--- src/rtl/cache_unit.sv ---
// Direct-mapped, write-back, write-allocate cache between a single-word CPU
// port and a line-wide memory. A hit completes in the same cycle. A miss writes
// back a dirty victim if there is one, fills the line, and then completes as a hit.
module cache_unit #(
  parameter int WORD_SIZE  = 16,
  parameter int LINE_WORDS = 4,
  parameter int NUM_LINES  = 4
) (
  input  logic                            Clk,
  input  logic                            Reset,
  input  logic                            readM,
  input  logic                            writeM,
  input  logic [WORD_SIZE-1:0]            address,
  input  logic [WORD_SIZE-1:0]            data_in,
  output logic [WORD_SIZE-1:0]            data_out,
  output logic                            ready,
  output logic                            mem_req,
  output logic                            mem_we,
  output logic [WORD_SIZE-1:0]            mem_addr,
  output logic [WORD_SIZE*LINE_WORDS-1:0] mem_wdata,
  input  logic [WORD_SIZE*LINE_WORDS-1:0] mem_rdata,
  input  logic                            mem_ack,
  output logic [WORD_SIZE-1:0]            hit_count,
  output logic [WORD_SIZE-1:0]            miss_count
);

  localparam int OFF_W  = $clog2(LINE_WORDS);
  localparam int IDX_W  = $clog2(NUM_LINES);
  localparam int TAG_W  = WORD_SIZE - OFF_W - IDX_W;
  localparam int LINE_W = WORD_SIZE * LINE_WORDS;

  typedef enum logic [1:0] {IDLE, WRITEBACK, FILL} state_t;

  state_t               state_q, state_d;
  logic [NUM_LINES-1:0] valid_q;
  logic [NUM_LINES-1:0] dirty_q;
  logic [TAG_W-1:0]     tag_q  [NUM_LINES];
  logic [LINE_W-1:0]    data_q [NUM_LINES];

  logic                 missed_q, missed_d;
  logic                 mem_req_q, mem_req_d;
  logic                 mem_we_q, mem_we_d;
  logic [WORD_SIZE-1:0] mem_addr_q, mem_addr_d;
  logic [LINE_W-1:0]    mem_wdata_q, mem_wdata_d;
  logic [WORD_SIZE-1:0] fill_addr_q, fill_addr_d;
  logic [WORD_SIZE-1:0] hit_count_q, hit_count_d;
  logic [WORD_SIZE-1:0] miss_count_q, miss_count_d;

  // Address fields of the CPU request and of the line being filled.
  logic [OFF_W-1:0] req_off;
  logic [IDX_W-1:0] req_idx;
  logic [TAG_W-1:0] req_tag;
  logic [IDX_W-1:0] fill_idx;
  logic [TAG_W-1:0] fill_tag;

  assign req_off  = address[OFF_W-1:0];
  assign req_idx  = address[OFF_W +: IDX_W];
  assign req_tag  = address[WORD_SIZE-1 -: TAG_W];
  assign fill_idx = fill_addr_q[OFF_W +: IDX_W];
  assign fill_tag = fill_addr_q[WORD_SIZE-1 -: TAG_W];

  logic req_valid, line_hit, hit_rdy, miss_start, cpu_wr, fill_done, wb_done;
  logic [OFF_W-1:0] zero_off;

  assign zero_off   = '0;
  assign req_valid  = readM | writeM;
  assign line_hit   = valid_q[req_idx] && (tag_q[req_idx] == req_tag);
  assign hit_rdy    = (state_q == IDLE) && req_valid && line_hit && !Reset;
  assign miss_start = (state_q == IDLE) && req_valid && !line_hit && !Reset;
  assign cpu_wr     = hit_rdy && writeM;
  assign fill_done  = (state_q == FILL) && mem_ack;
  assign wb_done    = (state_q == WRITEBACK) && mem_ack;

  assign ready      = hit_rdy;
  assign data_out   = hit_rdy ? data_q[req_idx][int'(req_off)*WORD_SIZE +: WORD_SIZE] : '0;
  assign mem_req    = mem_req_q;
  assign mem_we     = mem_we_q;
  assign mem_addr   = mem_addr_q;
  assign mem_wdata  = mem_wdata_q;
  assign hit_count  = hit_count_q;
  assign miss_count = miss_count_q;

  // Next-state logic for the miss sequencer, memory request outputs and counters.
  always_comb begin
    state_d      = state_q;
    missed_d     = missed_q;
    mem_req_d    = mem_req_q;
    mem_we_d     = mem_we_q;
    mem_addr_d   = mem_addr_q;
    mem_wdata_d  = mem_wdata_q;
    fill_addr_d  = fill_addr_q;
    hit_count_d  = hit_count_q;
    miss_count_d = miss_count_q;
    case (state_q)
      IDLE: begin
        if (miss_start) begin
          miss_count_d = miss_count_q + WORD_SIZE'(1);
          missed_d     = 1'b1;
          mem_req_d    = 1'b1;
          fill_addr_d  = {req_tag, req_idx, zero_off};
          if (valid_q[req_idx] && dirty_q[req_idx]) begin
            state_d     = WRITEBACK;
            mem_we_d    = 1'b1;
            mem_addr_d  = {tag_q[req_idx], req_idx, zero_off};
            mem_wdata_d = data_q[req_idx];
          end else begin
            state_d    = FILL;
            mem_we_d   = 1'b0;
            mem_addr_d = {req_tag, req_idx, zero_off};
          end
        end else if (hit_rdy) begin
          // The completing cycle of a missed access was already counted as a miss.
          missed_d = 1'b0;
          if (!missed_q) begin
            hit_count_d = hit_count_q + WORD_SIZE'(1);
          end
        end
      end
      WRITEBACK: begin
        if (mem_ack) begin
          state_d    = FILL;
          mem_we_d   = 1'b0;
          mem_addr_d = fill_addr_q;
        end
      end
      FILL: begin
        if (mem_ack) begin
          state_d   = IDLE;
          mem_req_d = 1'b0;
        end
      end
      default: state_d = IDLE;
    endcase
  end

  // Sequencer state, registered memory outputs, counters and per-line valid/dirty/tag.
  always_ff @(posedge Clk) begin
    if (Reset) begin
      state_q      <= IDLE;
      missed_q     <= 1'b0;
      mem_req_q    <= 1'b0;
      mem_we_q     <= 1'b0;
      mem_addr_q   <= '0;
      mem_wdata_q  <= '0;
      fill_addr_q  <= '0;
      hit_count_q  <= '0;
      miss_count_q <= '0;
      valid_q      <= '0;
      dirty_q      <= '0;
    end else begin
      state_q      <= state_d;
      missed_q     <= missed_d;
      mem_req_q    <= mem_req_d;
      mem_we_q     <= mem_we_d;
      mem_addr_q   <= mem_addr_d;
      mem_wdata_q  <= mem_wdata_d;
      fill_addr_q  <= fill_addr_d;
      hit_count_q  <= hit_count_d;
      miss_count_q <= miss_count_d;
      // The victim shares its index with the pending fill.
      if (wb_done) begin
        dirty_q[fill_idx] <= 1'b0;
      end
      if (fill_done) begin
        valid_q[fill_idx] <= 1'b1;
        dirty_q[fill_idx] <= 1'b0;
        tag_q[fill_idx]   <= fill_tag;
      end
      if (cpu_wr) begin
        dirty_q[req_idx] <= 1'b1;
      end
    end
  end

  // Line storage: whole-line fill from memory or single-word merge from the CPU.
  always_ff @(posedge Clk) begin
    if (fill_done) begin
      data_q[fill_idx] <= mem_rdata;
    end else if (cpu_wr) begin
      data_q[req_idx][int'(req_off)*WORD_SIZE +: WORD_SIZE] <= data_in;
    end
  end

endmodule

--- config.mk ---
export PLATFORM = sky130hd
export DESIGN_NAME = cache_unit
export DESIGN_NICKNAME = d
export VERILOG_FILES = /design/src/rtl/cache_unit.sv
export SDC_FILE = /design/constraint.sdc
export NUM_CORES = 1
export LEC_CHECK = 0
export ABC_AREA = 1
export CAP_MARGIN = 20
export CORE_MARGIN = 5
export CORE_UTILIZATION = 60
export DETAILED_ROUTE_END_ITERATION = 7
export MAX_ROUTING_LAYER = met4
export PLACE_DENSITY = 0.84
export SYNTH_ARGS = -nofsm -noshare
export SYNTH_HDL_FRONTEND = slang
export SYNTH_SLANG_ARGS = --single-unit
--- constraint.sdc ---
create_clock -name Clk -period 8.5 [get_ports Clk]
set_input_delay 1.275 -clock Clk [delete_from_list [all_inputs] [get_ports Clk]]
set_output_delay 1.275 -clock Clk [all_outputs]
set_load 0.03 [all_outputs]
### Word level (Yosys, flattened, before mapping)

Memories as Yosys holds them, arrays and structs flattened.
Cells that the tools add are included.

| operators by class | value |
|---|---|
| add/subtract/negate cells | 3 |
| $mul | 0 |
| divide/modulo/power cells | 0 |
| magnitude comparators | 4 |
| equality and inequality tests | 6 |
| shifts and indexed selects | 3 |
| multiplexer cells | 41 |
| bitwise logic cells | 8 |
| reduce and logical (&&, ||, !) cells | 26 |

Operators by type and width:

| operator | count |
|---|---|
| $mux 64 | 3 |
| $mux 16 | 4 |
| $reduce_or 64->1 | 1 |
| $shift 16x33->64 const A | 1 |
| $shiftx 16x33->64 | 1 |
| $shiftx 64x7->16 | 1 |
| $neg 6->33 | 1 |
| $add 16x1->16 const B | 2 |
| $pmux 16 s2 | 1 |
| $mux 4 | 5 |
| $mux 1 | 16 |
| $eq 12x12->1 | 1 |
| $logic_and 1x1->1 | 12 |
| $reduce_and 3->1 | 4 |
| $mux 2 | 5 |
| $and 4x4->4 | 2 |
| $or 4x4->4 | 2 |
| $lt 2x3->1 const B | 2 |
| $ne 2x2->1 const B | 3 |
| $pmux 2 s3 | 1 |
| $reduce_bool 2->1 | 3 |
| $bmux 1 s2 | 2 |
| $demux 1 s2 | 2 |
| $ge 2x1->1 const B | 2 |
| other kinds (10) | 14 |

| word-level totals | value |
|---|---|
| flip-flop bits (word level) | 139 |
| latch bits | 0 |
| memory bits (writable) | 304 |
| memory bits (read-only) | 0 |
| input port bits | 101 |
| output and inout port bits | 131 |
| logic and storage cells | 104 |
| memories kept | 2 |

Memory list:

| memory | depth | width | rd ports | clocked after memory_dff | write ports | RTL line | RTL |
|---|---|---|---|---|---|---|---|
| data_q | 4 | 64 | 1 | 0 | 1 | 38 | `logic [LINE_W-1:0] data_q [NUM_LINES];` |
| tag_q | 4 | 12 | 1 | 0 | 1 | 37 | `logic [TAG_W-1:0] tag_q [NUM_LINES];` |

### Depth between registers and ports, before layout

Gate-level depths: netlist of run 1.

| logic depth | value |
|---|---|
| depth after elaboration | 13 |
| mapped depth | 20 |

### Worst setup path before layout of run 1

OpenSTA, ideal clock, no wires.

| timing | value |
|---|---|
| path kind | input to output |
| start point | input address[3] |
| end point | output data_out[13] |
| arrival time | 3.153 ns |
| data required time | 7.225 ns |
| slack | 4.072 ns |
| stages | 11 |
| path buffers | 4 |
| cells stage by stage | buf_4 -> buf_2 -> nand2_1 -> inv_1 -> clkbuf_1 -> clkbuf_1 -> a22o_1 -> a221oi_1 -> inv_1 -> o211ai_1 -> a21oi_1 |

| between the ends | value |
|---|---|
| word-level cells in the longest chain between the ends | 6 |

Ends and longest elaborated chain:

| what | RTL line | RTL |
|---|---|---|
| from (decl) | 13 | `input logic [WORD_SIZE-1:0] address,` |
| branches (longest 5 deep; another with $mem_v2 4x64) | - |  |
| $mux 16 (*) | 75 | `assign data_out = hit_rdy ? data_q[req_idx][int'(req_off)*WORD_SIZE +: WORD_SIZE] : '0;` |
| to (decl) | 15 | `output logic [WORD_SIZE-1:0] data_out,` |

Mark *: on every way between the ends. The select of a mux whose other input is x is not followed.

### Worst setup path in the final report of run 1

| timing | value |
|---|---|
| start point | input address[2] |
| end point | output data_out[1] |

The elaborated chain is that of the path after synthesis.

==> results of run 1 <==
==> worst min-delay path: cells and delay by family (launching register included) <==
family	cells	cell delay, ps
flip-flops	1	310
AND/OR/NAND/NOR	1	60
AO/OA/AOI/OAI	1	50
==> sequential cells by signal, indices dropped and copies added, names as in the netlist, 2 cells and up <==
register / count
data_q: 256
dirty_q: 4
fill_addr_q: 14
hit_count: 16
mem_addr: 14
mem_wdata: 64
miss_count: 16
state_q: 2
tag_q: 48
valid_q: 4
==> cells by family after synthesis <==
logic type               Yosys count
AO/OA/AOI/OAI                    350
XOR/XNOR                          11
adder cells (fa/ha/maj)            6
buffers and inverters            215
flip-flops                       441
other                              1
AND/OR/NAND/NOR                  867
==> metal layers <==
metal	part of all wire [%]	routed length [µm]	track usage, %	vias to the layer above
li1	-	-	-	6998
met1	39	22600	47.43	7320
met2	44	25580	48.00	1284
met3	13	7822	6.310	142
met4	3.5	2029	9.797	0
met5	0	0	-	-
==> cells in the final DEF (no fill, tap or decap), types with 3 or more instances in the layout <==
master                            instances
sky130_fd_sc_hd__a211oi_1                13
sky130_fd_sc_hd__a21oi_1                124
sky130_fd_sc_hd__a221oi_1                52
sky130_fd_sc_hd__a22o_1                  38
sky130_fd_sc_hd__a22oi_1                 16
sky130_fd_sc_hd__buf_4                   25
sky130_fd_sc_hd__bufinv_16                4
sky130_fd_sc_hd__clkbuf_1                11
sky130_fd_sc_hd__clkbuf_16               46
sky130_fd_sc_hd__clkbuf_8                 5
sky130_fd_sc_hd__clkdlybuf4s50_1        227
sky130_fd_sc_hd__clkinv_1                 5
sky130_fd_sc_hd__clkinv_2                 7
sky130_fd_sc_hd__dfxtp_1                137
sky130_fd_sc_hd__edfxtp_1               304
sky130_fd_sc_hd__ha_1                     6
sky130_fd_sc_hd__inv_1                   95
sky130_fd_sc_hd__inv_2                    3
sky130_fd_sc_hd__nand2_1                525
sky130_fd_sc_hd__nand2_2                 13
sky130_fd_sc_hd__nand3_1                162
sky130_fd_sc_hd__nand3b_1                 3
sky130_fd_sc_hd__nand4_1                  6
sky130_fd_sc_hd__nor2_1                  80
sky130_fd_sc_hd__nor2_2                  16
sky130_fd_sc_hd__nor2_4                   3
sky130_fd_sc_hd__nor3_1                  15
sky130_fd_sc_hd__nor4_1                   5
sky130_fd_sc_hd__o211ai_1                26
sky130_fd_sc_hd__o21a_1                   3
sky130_fd_sc_hd__o21ai_0                 56
sky130_fd_sc_hd__o21ai_1                  6
sky130_fd_sc_hd__o21ai_2                  6
sky130_fd_sc_hd__or2_1                   29
sky130_fd_sc_hd__or2_2                    4
sky130_fd_sc_hd__xnor2_1                  5
sky130_fd_sc_hd__xor2_1                   6
==> how the worst max path moves through the flow <==
stage               startpoint            to  slack, ps  cells after the start
floorplan           address[3]  data_out[13]       4070                     11
global placement    address[2]  data_out[15]       1950                      9
detailed placement  address[2]  data_out[15]       1840                      9
CTS                 address[2]   data_out[1]       1830                     11
global route        address[2]   data_out[0]       1610                     12
finish              address[2]   data_out[1]       1730                     11
==> stage by stage <==
step                hold slack, ps  power (W)
floorplan                    428.1   0.002640
global placement             448.5   0.002807
detailed placement           451.8   0.002819
CTS                          462.5   0.004777
global route                 482.1   0.004916
finish                       461.7   0.004786
==> where the power goes <==
group	internal, W	switching [W]
Clock	0.00117	0.000829
Sequential	0.00235	0.0000289
Combinational	0.000130	0.000282
Total	0.00365	0.00114
==> Yosys cell counts (all sizes together) <==
cell type,n,area [µm²]
ha,6,75.07
buf,58,415.4
a21oi,124,620.6
o211ai,26,195.2
o21ai,68,362.8
o21bai,1,7.510
o31ai,2,15.01
o22ai,2,12.51
a221oi,52,455.4
edfxtp,304,9129
nand2,539,2063
a22oi,16,120.1
nor4b,1,8.760
a211oi,13,97.59
nand3,163,820.8
nor2,99,391.6
nor3b,2,15.01
o21a,3,22.52
xor2,6,52.55
a32oi,1,16.27
a22o,38,332.8
clkinv,1,3.750
conb,1,3.750
clkbuf,56,210.2
nand3b,3,22.52
dfxtp,137,2743
nor3,15,75.07
nor4,5,31.28
nand4,6,37.54
or2,33,206.4
xnor2,5,43.79
a31oi,2,12.51
inv,100,385.4
o2111ai,2,17.52
and3,1,6.260
==> final cells by class <==
class / instances / area (µm²) / share of cell area, %
timing repair buffer: 254 / 2470 / 10.77
clock inverter: 22 / 242.7 / 1.058
sequential: 441 / 11870 / 51.75
antenna: 1 / 2.502 / 0.01091
multi-input combinational: 1236 / 6200 / 27.03
clock buffer: 62 / 1261 / 5.498
tap: 402 / 503.0 / 2.193
inverter: 101 / 389.1 / 1.696
==> results by group, run 1 <==
Timing
  • Slew of the pin with the lowest slew margin: 1197 ps
  • Final setup slack of the worst path: 1728 ps
  • Highest clock frequency the design can meet: 0.1477 GHz
  • Final Max Tran Viols: 0
  • Tmin final: 6772 ps
  • Unrepaired setup endpoints after global routing: no
  • Final count of hold timing violations: 0
  • Post-Route Skew: 26.45 ps
  • Setup violations, final: 0
  • Max transition margin: 20.23%
  • Share of the clock period used by the worst path: 79.67%
  • Post-Route Setup TNS: 0 ps

Critical path
  • Critical Path Sink Type: primary output
  • Count of buffering cells on the critical path with inverters included: 6
  • CP peak stage delay: 820 ps
  • Worst setup path category: primary input to primary output
  • Data arrival time of the critical path: 5500 ps
  • Most numerous cell on the critical path: sky130_fd_sc_hd__clkdlybuf4s50_1
  • CP Cell Sequence: clkdlybuf4s50_1 -> inv_8 -> nand2_1 -> inv_2 -> buf_4 -> a22o_1 -> a221oi_1 -> inv_1 -> o211ai_1 -> a21oi_1 -> clkdlybuf4s50_1
  • Required time at the worst-slack endpoint: 7220 ps
  • CP Launch Type: primary input
  • Launch instance of the worst register-to-register path: tag_q[1][0]$_DFFE_PP_
  • Category of cells accounting for the largest share of critical-path delay: buffers and inverters
  • Setup slack of the most critical reg-to-reg path: 4500 ps
  • Depth of the worst register-to-register path: 15
  • CP max stage cell: sky130_fd_sc_hd__clkdlybuf4s50_1
  • Critical register-to-register path endpoint: data_q[0][20]$_DFFE_PP_
  • Max Fanout on Critical Path: 34

Die
  • Placement row count: 65
  • IO Count: 232
  • Floorplan Core Area: 0.03147 mm²
  • Starting utilization of the core area: 60.46%
  • DIE AREA: 0.03538 mm²
  • Die width: 188.1 µm
  • Die extent in y: 188.1 µm

GRT
  • Pin count of the biggest net entering global routing: 99
  • Total congestion overflow after global routing: 0
  • First-pass GRT wire length: 88.29 mm
  • GRT Util Overall: 32.89%
  • Number of global-route vias before repair: 14,540
  • Antenna violations before repair: 1

Route
  • Routed via count divided by cell count: 6.250
  • DRT Pass-1 Iters: 6
  • Number of routed nets with antenna violations: 0
  • Detail-routed net length per standard cell: 23.04 µm
  • Via count: 15,740
  • Final Routed Wirelength: 58.04 mm
  • Remaining DRCs: 0
  • DRC violation total after the first TritonRoute iteration: 2,237

CTS
  • Post-CTS clock slew at the launch and capture registers of the worst setup and hold paths: 60 ps
  • Number of buffers inserted during clock tree synthesis: 45
  • Clock tree from TritonCTS: built
  • Post-CTS setup buffer count: 0
  • Cell at the root of the clock tree: sky130_fd_sc_hd__clkbuf_16
  • Number of buffers on the longest clock path: 3
  • Number of H-tree branching levels: 2
  • Number of hold buffers added after cts: 0
  • Worst-skew pair later-pin latency: 560 ps
  • Sink count of the clock tree: 441
  • Resized cells post-CTS: 0

Power and ir drop
  • Leakage: 8.341 nW
  • Pwr Density: 208.6 mW/mm²
  • Worst VDD drop: 0.1734 mV

Final layout
  • # fillers: 2,133
  • Post-Layout Cell Count: 2,519
  • Ratio of cells with drive above 1 in the final layout: 6.900%
  • Nets@finish: 2,186
  • Area growth, synth to finish: 20.55%
  • Post-route core utilization: 72.88%
  • Finished layout cell area: 0.02294 mm²

Yosys
  • Count of cell types in the netlist: 49
  • Synthesized cell area: 0.01903 mm²
  • Sequential share of the synthesized area: 62.39%
  • Post-Syn Area per Cell: 10.06 µm²
  • Dominant combinational cell family by area after synthesis: simple AND/OR/NAND/NOR gates
  • Number of storage elements in the synthesis netlist: 441
  • Synth warnings: 0
  • Multiplexer share of the synthesized area: 0%
  • Simple-gate share of the synthesized area: 19.33%
  • Share of the synthesized area in compound gates (AO/OA/AOI/OAI): 12.03%
  • Instance count of the mapped netlist: 1,891
  • Area share of fa/ha/maj cells after synthesis: 0.3945%
  • Post-synthesis xor/xnor area fraction: 0.5063%

Worst hold path
  • Worst min-delay path category: register to register
  • Cells on Worst Hold Path: 2
  • Hold worst-path end: mem_wdata[28]$_SDFFE_PP0P_
  • Startpoint of the most critical hold path: mem_wdata[28]$_SDFFE_PP0P_

Place
  • Number of placed instances with taps included: 2,434
  • Cell area reported after detailed placement: 0.02143 mm²
  • Port Buf Inserts: 229
  • HPWL reported at the end of detailed placement: 39.79 mm
  • Setup WS pre-CTS: 1838 ps
  • Final GP Congestion: 0.9454

Run status
  • Outcome: complete, no violations

Run
  • Number of maximum-capacitance violations: 0
Power figures use the tool's default switching activity.
==> inputs of run 2 (changes only) <==
--- a/config.mk
+++ b/config.mk
@@ -8,10 +8,10 @@
 export ABC_AREA = 1
 export CAP_MARGIN = 20
 export CORE_MARGIN = 5
-export CORE_UTILIZATION = 60
+export CORE_UTILIZATION = 56
 export DETAILED_ROUTE_END_ITERATION = 7
 export MAX_ROUTING_LAYER = met4
-export PLACE_DENSITY = 0.84
+export PLACE_DENSITY = 0.79
 export SYNTH_ARGS = -nofsm -noshare
 export SYNTH_HDL_FRONTEND = slang
 export SYNTH_SLANG_ARGS = --single-unit
==> constraint.sdc (replaced) <==
create_clock -name Clk -period 6.6 [get_ports Clk]
set_input_delay 0.99 -clock Clk [delete_from_list [all_inputs] [get_ports Clk]]
set_output_delay 0.99 -clock Clk [all_outputs]
set_load 0.03 [all_outputs]
==> results by group, run 2 (synthesis results as in run 1) <==
CTS
  • Resized cells post-CTS: 0
  • Post-CTS setup buffer count: 0
  • Number of hold buffers added after cts: 0
  • Worst-skew pair later-pin latency: 560 ps
  • Post-CTS clock slew at the launch and capture registers of the worst setup and hold paths: 60 ps
  • Sink count of the clock tree: 441
  • Clock tree from TritonCTS: built
  • Number of H-tree branching levels: 2
  • Number of buffers inserted during clock tree synthesis: 44
  • Number of buffers on the longest clock path: 3
  • Cell at the root of the clock tree: sky130_fd_sc_hd__clkbuf_16

Route
  • Final Routed Wirelength: 56.35 mm
  • Routed via count divided by cell count: 5.889
  • Via count: 15,210
  • Detail-routed net length per standard cell: 21.82 µm
  • Number of routed nets with antenna violations: 0
  • DRT Pass-1 Iters: 5
  • Remaining DRCs: 0
  • DRC violation total after the first TritonRoute iteration: 2,115

Timing
  • Slew of the pin with the lowest slew margin: 1102 ps
  • Final Max Tran Viols: 0
  • Tmin final: 5877 ps
  • Post-Route Setup TNS: 0 ps
  • Unrepaired setup endpoints after global routing: no
  • Final count of hold timing violations: 0
  • Highest clock frequency the design can meet: 0.1702 GHz
  • Setup violations, final: 0
  • Share of the clock period used by the worst path: 89.05%
  • Post-Route Skew: 18.03 ps
  • Max transition margin: 26.51%

Critical path
  • Data arrival time of the critical path: 4890 ps
  • CP Cell Sequence: clkdlybuf4s50_1 -> inv_1 -> nand2_1 -> nand2_1 -> nand2_1 -> nand2_1 -> nor2_1 -> nand3b_1 -> nor2_2 -> nand2_1 -> a21oi_1 -> clkdlybuf4s50_1
  • Max Fanout on Critical Path: 15
  • CP peak stage delay: 840 ps
  • Worst setup path category: primary input to primary output
  • Most numerous cell on the critical path: sky130_fd_sc_hd__nand2_1
  • Count of buffering cells on the critical path with inverters included: 3
  • Required time at the worst-slack endpoint: 5610 ps
  • Critical Path Sink Type: primary output
  • CP max stage cell: sky130_fd_sc_hd__clkdlybuf4s50_1
  • CP Launch Type: primary input
  • Category of cells accounting for the largest share of critical-path delay: buffers and inverters

Power and ir drop
  • Leakage: 8.395 nW
  • Pwr Density: 259.2 mW/mm²
  • Worst VDD drop: 0.2278 mV

Worst hold path
  • Worst min-delay path category: register to register

Run
  • Number of maximum-capacitance violations: 0

Die
  • Die extent in y: 194.3 µm
  • Starting utilization of the core area: 56.75%
  • Floorplan Core Area: 0.03353 mm²
  • Placement row count: 67
  • DIE AREA: 0.03777 mm²
  • Die width: 194.3 µm
  • IO Count: 232

Final layout
  • Area growth, synth to finish: 20.94%
  • # fillers: 2,513
  • Register with the most flip-flops: data_q
  • Ratio of cells with drive above 1 in the final layout: 7.079%
  • Most common library cell in the layout ignoring fill and taps: sky130_fd_sc_hd__nand2_1
  • Post-route core utilization: 68.63%
  • Number of flip-flops in the largest register: 256
  • Commonest non-fill, non-tap cells in the layout: sky130_fd_sc_hd__nand2_1, sky130_fd_sc_hd__edfxtp_1, sky130_fd_sc_hd__clkdlybuf4s50_1
  • Nets@finish: 2,204

Place
  • HPWL reported at the end of detailed placement: 39.73 mm
  • Port Buf Inserts: 229
  • Final GP Congestion: 0.9631

GRT
  • Number of global-route vias before repair: 13,980
  • Pin count of the biggest net entering global routing: 99
  • First-pass GRT wire length: 85.54 mm
  • Total congestion overflow after global routing: 0
  • Antenna violations before repair: 1
  • GRT Util Overall: 29.76%

Run status
  • Outcome: complete, no violations
[run 2: final timing paths]
kind,startpoint,endpoint,slack [ps],cells past startpoint
max,address[3],data_out[0],720,12
min,mem_wdata[60]$_SDFFE_PP0P_,mem_wdata[60]$_SDFFE_PP0P_,460,2
max reg2reg,tag_q[0][3]$_DFFE_PP_,mem_addr[7]$_SDFFE_PP0P_,3270,15
min reg2reg,mem_wdata[60]$_SDFFE_PP0P_,mem_wdata[60]$_SDFFE_PP0P_,460,2
[run 2: layer usage]
layer / share of wire [%] / vias up / track usage (%)
met3: 11 / 98 / 5.055
met1: 41 / 7137 / 42.93
li1: - / 7033 / -
met4: 2.6 / 0 / 7.240
met5: 0 / - / -
met2: 45 / 942 / 44.75
[run 2: power breakdown]
part / total, W / internal, W / leakage (nW) / switching (W)
Sequential: 0.00306 / 0.00302 / 3.86 / 0.0000349
Clock: 0.00237 / 0.00132 / 0.677 / 0.00105
Combinational: 0.000539 / 0.000176 / 3.85 / 0.000363
Total: 0.00597 / 0.00452 / 8.39 / 0.00144
[run 2: final cells by class]
cell class	instances	area, µm²	share of cell area [%]
Antenna cell	2	5.005	0.02175
Clock buffer	65	1250	5.431
Clock inverter	17	115.1	0.5002
Inverter	101	389.1	1.691
Multi-Input combinational cell	1236	6172	26.82
Sequential cell	441	11870	51.58
Tap cell	448	560.5	2.436
Timing Repair Buffer	273	2650	11.52
[run 2: through the flow]
stage / hold slack (ps) / worst slack, ps / cells / instance area [µm²] / total power, W
after floorplan: 428.1 / 2742 / 1892 / 19030 / 0.003400
after global placement: 442.6 / 898.4 / 2497 / 21600 / 0.003628
after detailed placement: 449.2 / 852.9 / 2497 / 21600 / 0.003638
after CTS: 460.8 / 813.3 / 2579 / 22970 / 0.005961
after global routing: 472.5 / 564.3 / 2582 / 23010 / 0.006144
final: 460.1 / 722.9 / 2583 / 23010 / 0.005966
[run 2: tightest hold or removal path, stage by stage, from the launching register on]
cell	delay (ps)
sky130_fd_sc_hd__dfxtp_1	300
sky130_fd_sc_hd__nand2_1	60
sky130_fd_sc_hd__a21oi_1	50
